**config.mk**
```make
export PLATFORM = sky130hd
export DESIGN_NAME = mod_settings_loader
export DESIGN_NICKNAME = d
export VERILOG_FILES = /design/src/rtl/mod_settings_loader.sv
export SDC_FILE = /design/constraint.sdc
export NUM_CORES = 1
export LEC_CHECK = 0
export CAP_MARGIN = 20
export CORE_ASPECT_RATIO = 2
export CORE_MARGIN = 1.5
export CORE_UTILIZATION = 45
export CTS_BUF_LIST = sky130_fd_sc_hd__clkbuf_8
export DETAILED_ROUTE_END_ITERATION = 6
export MAX_ROUTING_LAYER = met4
export PLACE_DENSITY = 0.68
export SYNTH_ARGS = -nofsm -noshare
export SYNTH_HDL_FRONTEND = slang
export SYNTH_SLANG_ARGS = --single-unit
```
**constraint.sdc**
```tcl
create_clock -name clk -period 4.5 [get_ports clk]
set_input_delay 0.675 -clock clk [delete_from_list [all_inputs] [get_ports clk]]
set_output_delay 0.675 -clock clk [all_outputs]
set_load 0.03 [all_outputs]
```
**src/rtl/mod_settings_loader.sv**
```systemverilog
// Settings reader for the controller BRAM: polls CTL_FLAG, bursts 0x21..0x30 into shadows,
// clears MOD_SET by read-modify-write and publishes the whole set with a single UPDATE strobe.
//
//  state | meaning
//  POLL  | addr 0x00, waits out read latency, then watches CTL_FLAG bit 0 every cycle
//  READ  | issues 0x21..0x30, one word per cycle
//  DRAIN | waits for the tail of the read burst to land in the shadows
//  CLEAR | re-reads CTL_FLAG, writes it back with MOD_SET cleared
//  DONE  | shadows now visible on the outputs, UPDATE high
module mod_settings_loader #(
  parameter int BRAM_RD_LATENCY = 2
) (
  input  logic        clk,
  input  logic        rst_n,
  output logic [7:0]  bram_addr,
  input  logic [15:0] bram_rd_data,
  output logic        bram_we,
  output logic [15:0] bram_wr_data,
  output logic        req_rd_segment,
  output logic [15:0] cycle0,
  output logic [15:0] cycle1,
  output logic [31:0] freq_div0,
  output logic [31:0] freq_div1,
  output logic [31:0] rep0,
  output logic [31:0] rep1,
  output logic [7:0]  transition_mode,
  output logic [63:0] transition_value,
  output logic        update,
  output logic        busy
);

  typedef enum logic [2:0] {
    POLL  = 3'd0,
    READ  = 3'd1,
    DRAIN = 3'd2,
    CLEAR = 3'd3,
    DONE  = 3'd4
  } state_t;

  localparam logic [2:0] TMR_LOAD = 3'(BRAM_RD_LATENCY - 1);

  state_t      state;
  state_t      next_state;
  logic [2:0]  tmr;
  logic        tmr_tc;
  logic [4:0]  rd_pipe [BRAM_RD_LATENCY];
  logic [15:0] shadow  [16];

  assign tmr_tc = (tmr == 3'd0);
  assign update = (state == DONE);
  assign busy   = (state != POLL);

  always_comb begin
    next_state   = state;
    bram_we      = 1'b0;
    bram_wr_data = 16'h0000;
    case (state)
      POLL:  if (tmr_tc && bram_rd_data[0]) next_state = READ;
      READ:  if (bram_addr == 8'h30) next_state = DRAIN;
      DRAIN: if (tmr_tc) next_state = CLEAR;
      CLEAR: begin
        if (tmr_tc) begin
          bram_we      = 1'b1;
          bram_wr_data = bram_rd_data & 16'hFFFE;
          next_state   = DONE;
        end
      end
      DONE:    next_state = POLL;
      default: next_state = POLL;
    endcase
  end

  always_ff @(posedge clk or negedge rst_n) begin
    if (!rst_n) begin
      state     <= POLL;
      tmr       <= TMR_LOAD;
      bram_addr <= 8'h00;
    end else begin
      state <= next_state;
      if (next_state != state) tmr <= TMR_LOAD;
      else if (!tmr_tc)        tmr <= tmr - 3'd1;
      if (next_state == READ)
        bram_addr <= (state == READ) ? bram_addr + 8'd1 : 8'h21;
      else
        bram_addr <= 8'h00;
    end
  end

  // Each issued burst address travels with its shadow index until its data returns.
  always_ff @(posedge clk or negedge rst_n) begin
    if (!rst_n) begin
      for (int i = 0; i < BRAM_RD_LATENCY; i++) rd_pipe[i] <= 5'd0;
    end else begin
      rd_pipe[0] <= {state == READ, bram_addr[3:0] - 4'd1};
      for (int i = 1; i < BRAM_RD_LATENCY; i++) rd_pipe[i] <= rd_pipe[i-1];
    end
  end

  always_ff @(posedge clk or negedge rst_n) begin
    if (!rst_n) begin
      for (int i = 0; i < 16; i++) shadow[i] <= 16'h0000;
    end else if (rd_pipe[BRAM_RD_LATENCY-1][4]) begin
      shadow[rd_pipe[BRAM_RD_LATENCY-1][3:0]] <= bram_rd_data;
    end
  end

  // Outputs load on the CLEAR->DONE edge so they change in the same cycle UPDATE is high.
  always_ff @(posedge clk or negedge rst_n) begin
    if (!rst_n) begin
      req_rd_segment   <= 1'b0;
      cycle0           <= 16'd1;
      cycle1           <= 16'd1;
      freq_div0        <= 32'd10;
      freq_div1        <= 32'd10;
      rep0             <= 32'hFFFF_FFFF;
      rep1             <= 32'hFFFF_FFFF;
      transition_mode  <= 8'h00;
      transition_value <= 64'h0;
    end else if (state == CLEAR && tmr_tc) begin
      req_rd_segment   <= shadow[0][0];
      cycle0           <= shadow[1];
      freq_div0        <= {shadow[3], shadow[2]};
      cycle1           <= shadow[4];
      freq_div1        <= {shadow[6], shadow[5]};
      rep0             <= {shadow[8], shadow[7]};
      rep1             <= {shadow[10], shadow[9]};
      transition_mode  <= shadow[11][7:0];
      transition_value <= {shadow[15], shadow[14], shadow[13], shadow[12]};
    end
  end

endmodule

```
-- Word level (Yosys, flattened, before mapping)
Index checks and enable logic that the tools add are counted.
- output and inout port bits: 260
- input port bits: 18
- flip-flop bits (word level): 513
- reduce and logical (&&, ||, !) cells: 6
- bitwise operators: 1
- mux-type cells: 16
- magnitude comparators: 2
- add/subtract/negate cells: 3
- equality and inequality tests: 8
- operator list (operator ; number):
    bitwise mux 256 bit ; 1
    demux 16 bit (select 4 bit) ; 1
    2-to-1 mux 16 bit ; 3
    2-to-1 mux 3 bit ; 6
    2-to-1 mux 8 bit ; 2
    case mux 3 bit (4 select lines) ; 1
    adder 8 x 1 -> 8 bit (second input constant) ; 1
    == test 8 x 6 -> 1 bit (second input constant) ; 1
    == test 3 x 1 -> 1 bit (second input constant) ; 2
    == test 3 x 2 -> 1 bit (second input constant) ; 2
    zero test 3 bit ; 2
    >= comparator 5 bit (second input constant) ; 1
    < comparator 5 x 1 -> 1 bit (second input constant) ; 1
    inverter 4 -> 5 bit ; 1
    subtractor 4 x 1 -> 4 bit (second input constant) ; 1
    == test 3 bit (second input constant) ; 1
    logical AND 1 bit ; 3
    != test 3 bit ; 1
    nonzero test 3 bit ; 1
    subtractor 3 x 1 -> 3 bit (second input constant) ; 1
    2-to-1 mux 1 bit ; 2
    != test 2 x 1 -> 1 bit (second input constant) ; 1

-- Depth between registers and ports, before layout
Gate-level depths: netlist (run 1).
- depth in word-level cells: 6
- mapped depth: 8

-- Worst setup path before layout (run 1)
No wires, ideal clock.
- path kind: flip-flop to output port
- start: register tmr[0]
- end: output bram_wr_data[10]
- cell stages (with the launch flop): 9
- data required time: 3.825 ns
- arrival: 1.759 ns
- slack: 2.066 ns
- cells stage by stage: dfstp_2 > inv_1 > ha_1 > nand2b_1 > buf_2 > nor3_2 > buf_2 > clkbuf_1 > and2_1
- word-level cells in the longest chain between the ends: 3
- ends and longest elaborated chain (item ; line ; RTL):
    start, declared ; 44 ; logic [2:0] tmr;
    start signal, assigned ; 81 ; else if (!tmr_tc) tmr <= tmr - 3'd1;
    zero test 3 bit ; 49 ; assign tmr_tc = (tmr == 3'd0);
    2-to-1 mux 16 bit ; 62 ; if (tmr_tc) begin
    2-to-1 mux 16 bit ; 57 ; case (state)
    end, declared ; 18 ; output logic [15:0] bram_wr_data,
No other way between the ends.

-- Worst setup path after layout (run 1)
- start: register tmr[1]
- end: output bram_wr_data[9]
The elaborated chain is that of the path after synthesis.

==> summary.txt, run 1 <==
Synthesis
  – Syn Nets: 1150
  – Mux cell area share after synthesis: 28.3%
  – Yosys top cell area share: 55.9%
  – Simple-gate share of the synthesized area: 2.48%
  – Compound-cell area share of the yosys netlist: 0.420%
  – Area of the mapped netlist: 18800 sq um
  – Seq/Total Area, Yosys: 65.8%
  – Largest family of logic cells by synthesized area: multiplexers
  – Syn Inst Count: 1128
  – Flops & latches, synth: 490
  – Post-Synth Adder-Cell Area: 0.267%
  – Synth area leaders: dfrtp_1, mux2_2, dfstp_2, mux2_1, buf_4
  – Post-synth cell types: 47
  – Synth area leader: dfrtp_1
  – Syn avg cell area: 16.6 sq um
  – YS warnings: 0
  – Synth Area in XOR/XNOR: 0.280%

Final layout
  – Layout cells sized above 1: 43.7%
  – Syn-to-layout area delta: 25.6%
  – Commonest non-fill, non-tap cells in the layout: mux2_2, dfrtp_1, clkdlybuf4s50_1, clkbuf_8, dfstp_2
  – Most common cell after layout, fill and taps aside: mux2_2
  – Fin area: 23600 sq um
  – Nets: 1462

Worst setup path
  – Setup crit end kind: output pin
  – Family with the most delay on the worst path: simple AND/OR/NAND/NOR gates
  – CP max stage delay: 0.83 ns
  – Startpoint types: register
  – Reg2reg start: tmr[1]$_DFFE_PN0P_
  – Crit path max-delay cell type: nor3_4
  – Setup CP Type: register to output pin
  – Critical path fanouts, max: 20
  – CP startpoint: tmr[1]$_DFFE_PN0P_
  – Critical-path cell list: inv_1, ha_1, nand2b_1, nor3_4, and2_1, clkdlybuf4s50_1
  – CP arrival: 3.24 ns
  – Buf/Inv on CP: 2
  – Worst Path Required: 3.83 ns

Clock network
  – Setup Fix Bufs, Post-CTS: 0
  – CTS max path bufs: 3
  – Clock transition at path regs: 0.07 ns
  – Inserted Clock Buffers: 67
  – Clock sinks: 490
  – TritonCTS clock tree: built
  – CTS resizes: 0
  – Htree depth: 3
  – Clock Latency Late Sink: 0.61 ns
  – CTS Hold Bufs: 0
  – Root Driver: clkbuf_8

Timing
  – Worst Max-Slew Pin Slew: 1.07 ns
  – Unrepaired setup endpoints after global routing: no
  – Setup TNS: 0 ns
  – Fmax: 255 MHz
  – Final Hold Fails: 0
  – Fin crit share: 87.1%
  – Clk_skew: 0.0249 ns
  – Slew Limit Fails: 0
  – Fin crit period: 3.92 ns
  – Slew headroom: 28.9%
  – Setup slack after layout: 0.582 ns
  – Hold_ws: 0.126 ns
  – # setup viols final: 0

Place
  – Dpl ws: 1.21 ns
  – Placed cell areas: 22100 sq um
  – Port Buffers: 276
  – DP HPWL: 33100 um
  – GPL Wtd Cong: 0.785

Pwr
  – VDD IR max: 277 uV
  – Leakage power total: 0.00981 uW
  – Pwr per Cell Area: 539 nW/um^2
  – Overall power: 12700 uW

Detailed routing
  – Initial DRC Count: 347
  – Final routed DRC violation total: 0
  – DR vias: 10.5k
  – Routed WL: 48700 um
  – Routed len/inst: 24.0 um
  – Vias/cell: 5.17
  – Final ANT Viol Nets: 0
  – First-pass DRT Iterations: 4

Floorplanning
  – Core Box Area: 41100 sq um
  – Starting Density: 45.7%
  – Die ar.: 43000 sq um
  – Die Width: 147 um
  – # IOs: 278
  – Chip Height: 292 um
  – Std cell rows: 105

GRT
  – Antenna violations before repair: 5
  – Vias in the first global route: 11.3k
  – First-pass GRT wire length: 73200 um
  – GRT overflow: 0
  – Largest net degree at the start of global routing: 131
  – Gr usage total: 24.1%

Outcome
  – Status: finished, final reports clean

Run
  – Max Cap Viol: 0

Hold path
  – HP Class: input port to async pin
==> where the power goes <==
| part | switching, uW | leakage, uW | internal, uW | total [uW] |
|---|---|---|---|---|
| logic | 1210 | 0.00336 | 1550 | 2770 |
| registers | 710 | 0.00564 | 5710 | 6420 |
| clock network | 1650 | 0.000802 | 1870 | 3530 |
| total | 3580 | 0.00981 | 9140 | 12700 |
==> final timing paths <==
kind	slack (ns)	depth (start not counted)	endpoint
hold reg to reg	0.35	0	rd_pipe[0]$_DFF_PN0_
hold / removal	0.13	1	cycle1[9]$_DFFE_PN0P_
min in group clk	0.35	0	rd_pipe[0]$_DFF_PN0_
setup / recovery	0.58	6	bram_wr_data[9]
setup reg to reg	1.51	6	transition_value[63]$_DFFE_PN0P_
max in group asynchronous	3.17	2	rep0[8]$_DFFE_PN1P_
==> cell type report <==
type                       count  area (sq um)
clock buffer                  84          1160
tap                          535           669
fill                        3292         17500
antenna                        1          2.50
timing repair buffer         312          3140
sequential                   490         12400
multi-input combinational    562          5980
clock inverter                39           263
inverter                       7          26.3
==> state kept, by name, indices dropped and copies added, names as in the netlist <==
name / cells
shadow: 233
transition_value: 64
freq_div0: 32
freq_div1: 32
rep0: 32
rep1: 32
cycle0: 16
cycle1: 16
rd_pipe: 10
bram_addr: 8
transition_mode: 8
state: 3
tmr: 3
req_rd_segment: 1
==> per-stage QoR <==
step	utilization, %	cells
CTS	57.2	2027
detailed placement	53.8	1904
global placement	53.8	1904
finish	57.3	2030
global route	57.3	2030
floorplan	-	1128
==> per-layer routing <==
metal / track usage [%] / vias up / part of all wire (%)
met5: - / - / 0
met1: 26.4 / 5510 / 37
met3: 4.72 / 113 / 4.7
met4: 13.0 / 0 / 5.4
li1: - / 4579 / -
met2: 41.0 / 295 / 53
==> cell families after synthesis <==
family / after synthesis
adders and majority gates: 4
muxes: 469
DFF: 490
xor gates and xnor gates: 6
and+or+nand+nor: 69
AOI/OAI and AO/OA: 13
other: 1
buffers and inverters: 76
==> Yosys cell counts (all sizes together) <==
cell type,instances
nor3,3
nand2b,3
o21bai,2
dfstp,71
nor2b,1
and4b,1
or3,8
nand4,1
nand3,4
or4bb,1
a22oi,1
and3b,1
xor2,3
conb,1
and2,15
a32oi,1
nand4b,1
ha,4
o21ai,6
nand2,4
or4,1
mux2i,1
mux2,468
buf,50
nor2,15
a21oi,2
nor3b,3
or3b,2
xnor2,3
nand3b,4
a21boi,1
and3,1
clkbuf,19
dfrtp,419
inv,7
==> worst reg2reg max path: stages (launching register included) <==
cell      delay (ns)
dfrtp_1         0.36
inv_1           0.09
ha_1            0.18
nand2b_1        0.23
nor3_4          0.83
buf_12          0.61
mux2_2          0.57
Power figures use the tool's default switching activity.
==> run 2: changes to the inputs <==
--- a/config.mk
+++ b/config.mk
@@ -5,7 +5,7 @@
 export SDC_FILE = /design/constraint.sdc
 export NUM_CORES = 1
 export LEC_CHECK = 0
-export CAP_MARGIN = 20
+export CAP_MARGIN = 25
 export CORE_ASPECT_RATIO = 2
 export CORE_MARGIN = 1.5
 export CORE_UTILIZATION = 45
==> summary.txt, run 2 (synthesis gave the netlist of run 1 again) <==
Pwr
  – Pwr per Cell Area: 537 nW/um^2 (-0.43%)
  – Leakage power total: 0.00982 uW (+0.17%)
  – VDD IR max: 370 uV (+34%)

Detailed routing
  – Final ANT Viol Nets: 0 (unchanged)
  – Routed WL: 48500 um (-0.39%)
  – Vias/cell: 5.19 (+0.33%)
  – Initial DRC Count: 308 (-11%)
  – DR vias: 10.5k (+0.33%)
  – Routed len/inst: 23.9 um (-0.39%)
  – First-pass DRT Iterations: 4 (unchanged)
  – Final routed DRC violation total: 0 (unchanged)

Timing
  – Fin crit share: 87.1% (about the same)
  – # setup viols final: 0 (unchanged)
  – Slew headroom: 28.3% (-0.53 points)
  – Final Hold Fails: 0 (unchanged)
  – Fin crit period: 3.92 ns (+0.00302 ns)
  – Fmax: 255 MHz (about the same)
  – Hold_ws: 0.138 ns (+0.0116 ns)
  – Clk_skew: 0.0236 ns (-0.00133 ns)
  – Setup TNS: 0 ns (unchanged)
  – Worst Max-Slew Pin Slew: 1.08 ns (+0.00793 ns)
  – Unrepaired setup endpoints after global routing: no
  – Slew Limit Fails: 0 (unchanged)

Worst setup path
  – Worst Path Required: 3.83 ns (about the same)
  – RR Endpoint: transition_value[16]$_DFFE_PN0P_
  – Family with the most delay on the worst path: simple AND/OR/NAND/NOR gates
  – Buf/Inv on CP: 2 (unchanged)
  – Setup crit end kind: output pin
  – CP arrival: 3.25 ns (about the same)
  – Reg2reg start: tmr[1]$_DFFE_PN0P_
  – Critical-path cell list: inv_1, ha_1, nand2b_1, nor3_4, and2_1, clkdlybuf4s50_1
  – Setup CP Type: register to output pin
  – CP max stage delay: 0.81 ns (-0.02 ns)
  – Crit path max-delay cell type: nor3_4
  – Critical path fanouts, max: 20 (unchanged)
  – R2R Setup Slk: 1.52 ns (about the same)
  – Startpoint types: register
  – Worst Reg2Reg Path Length in Cells: 6 (unchanged)

GRT
  – Largest net degree at the start of global routing: 131 (unchanged)
  – Vias in the first global route: 11.5k (+1.5%)
  – Gr usage total: 24.0% (-0.057 points)
  – First-pass GRT wire length: 73400 um (+0.29%)
  – GRT overflow: 0 (unchanged)
  – Antenna violations before repair: 6 (+1)

Place
  – DP HPWL: 33100 um (+0.17%)
  – Placed cell areas: 22200 sq um (+0.19%)
  – GPL Wtd Cong: 0.785 (unchanged)
  – Port Buffers: 276 (unchanged)

Final layout
  – Top register by number of flip-flops: shadow
  – Fillers: 3284 (-0.24%)
  – Biggest regs: shadow (233), transition_value (64)
  – Nets: 1463 (+0.068%)
  – Syn-to-layout area delta: 25.5%
  – Layout cells sized above 1: 43.0% (-0.67 points)
  – Most common cell after layout, fill and taps aside: mux2_2
  – Fin area: 23600 sq um (-0.13%)
  – Commonest non-fill, non-tap cells in the layout: mux2_2, dfrtp_1, clkdlybuf4s50_1, clkbuf_8, dfstp_2
  – Max reg flops: 233 (unchanged)

Clock network
  – Clock transition at path regs: 0.07 ns (about the same)
  – TritonCTS clock tree: built
  – Root Driver: clkbuf_8
  – Htree depth: 3 (unchanged)
  – Inserted Clock Buffers: 68 (+1.5%)
  – CTS Hold Bufs: 0 (unchanged)
  – Setup Fix Bufs, Post-CTS: 0 (unchanged)
  – Clock sinks: 490 (unchanged)
  – CTS resizes: 0 (unchanged)
  – Clock Latency Late Sink: 0.62 ns (about the same)
  – CTS max path bufs: 3 (unchanged)

Floorplanning
  – Die Width: 147 um (unchanged)
  – Std cell rows: 105 (unchanged)
  – Starting Density: 45.7% (unchanged)
  – Die ar.: 43000 sq um (unchanged)
  – Chip Height: 292 um (unchanged)
  – Core Box Area: 41100 sq um (unchanged)
  – # IOs: 278 (unchanged)

Run
  – Max Cap Viol: 0 (unchanged)

Hold path
  – HP Class: input port to async pin

Outcome
  – Status: finished, final reports clean
==> run 2: layout make-up <==
cell class | instances | area [sq um] | share of cell area (%)
Multi-Input combinational cell | 562 | 5980 | 25.4
Antenna cell | 1 | 2.50 | 0.0106
Sequential cell | 490 | 12400 | 52.4
Clock inverter | 41 | 255 | 1.08
Tap cell | 535 | 669 | 2.84
Inverter | 7 | 26.3 | 0.112
Timing Repair Buffer | 312 | 3140 | 13.3
Clock buffer | 82 | 1130 | 4.79
==> run 2: metrics by stage <==
step	setup WS, ns	total power [uW]	util, %	cells
final	0.579	12600	57.3	2030
after global routing	0.428	13300	57.3	2030
after global placement	1.31	9120	53.8	1904
after CTS	0.520	12800	57.3	2029
after detailed placement	1.22	9300	53.9	1906
after floorplan	2.07	8300	-	1128
==> run 2: how the worst max path moves through the flow <==
stage	start	end	slack [ns]	cells after the start
2_1_floorplan	tmr[0]$_DFFE_PN1P_	bram_wr_data[10]	2.07	8
5_1_grt	tmr[1]$_DFFE_PN0P_	bram_wr_data[2]	0.43	6
3_5_place_dp	tmr[1]$_DFFE_PN0P_	bram_wr_data[8]	1.22	6
6_report	tmr[1]$_DFFE_PN0P_	bram_wr_data[2]	0.58	6
4_1_cts	tmr[1]$_DFFE_PN0P_	bram_wr_data[2]	0.52	6
3_3_place_gp	tmr[1]$_DFFE_PN0P_	bram_wr_data[7]	1.31	6
==> run 2: per-layer routing <==
layer	vias up	wire length [um]	global-route usage, %
li1	4576	-	-
met3	71	2290	4.53
met2	280	26700	42.7
met4	0	1600	9.54
met5	-	0	-
met1	5605	18000	26.3
==> run 2: report_power, final <==
group,switching [uW],internal [uW],leakage (uW)
Combinational,1210,1550,0.00336
Sequential,714,5720,0.00564
Clock,1620,1830,0.000817
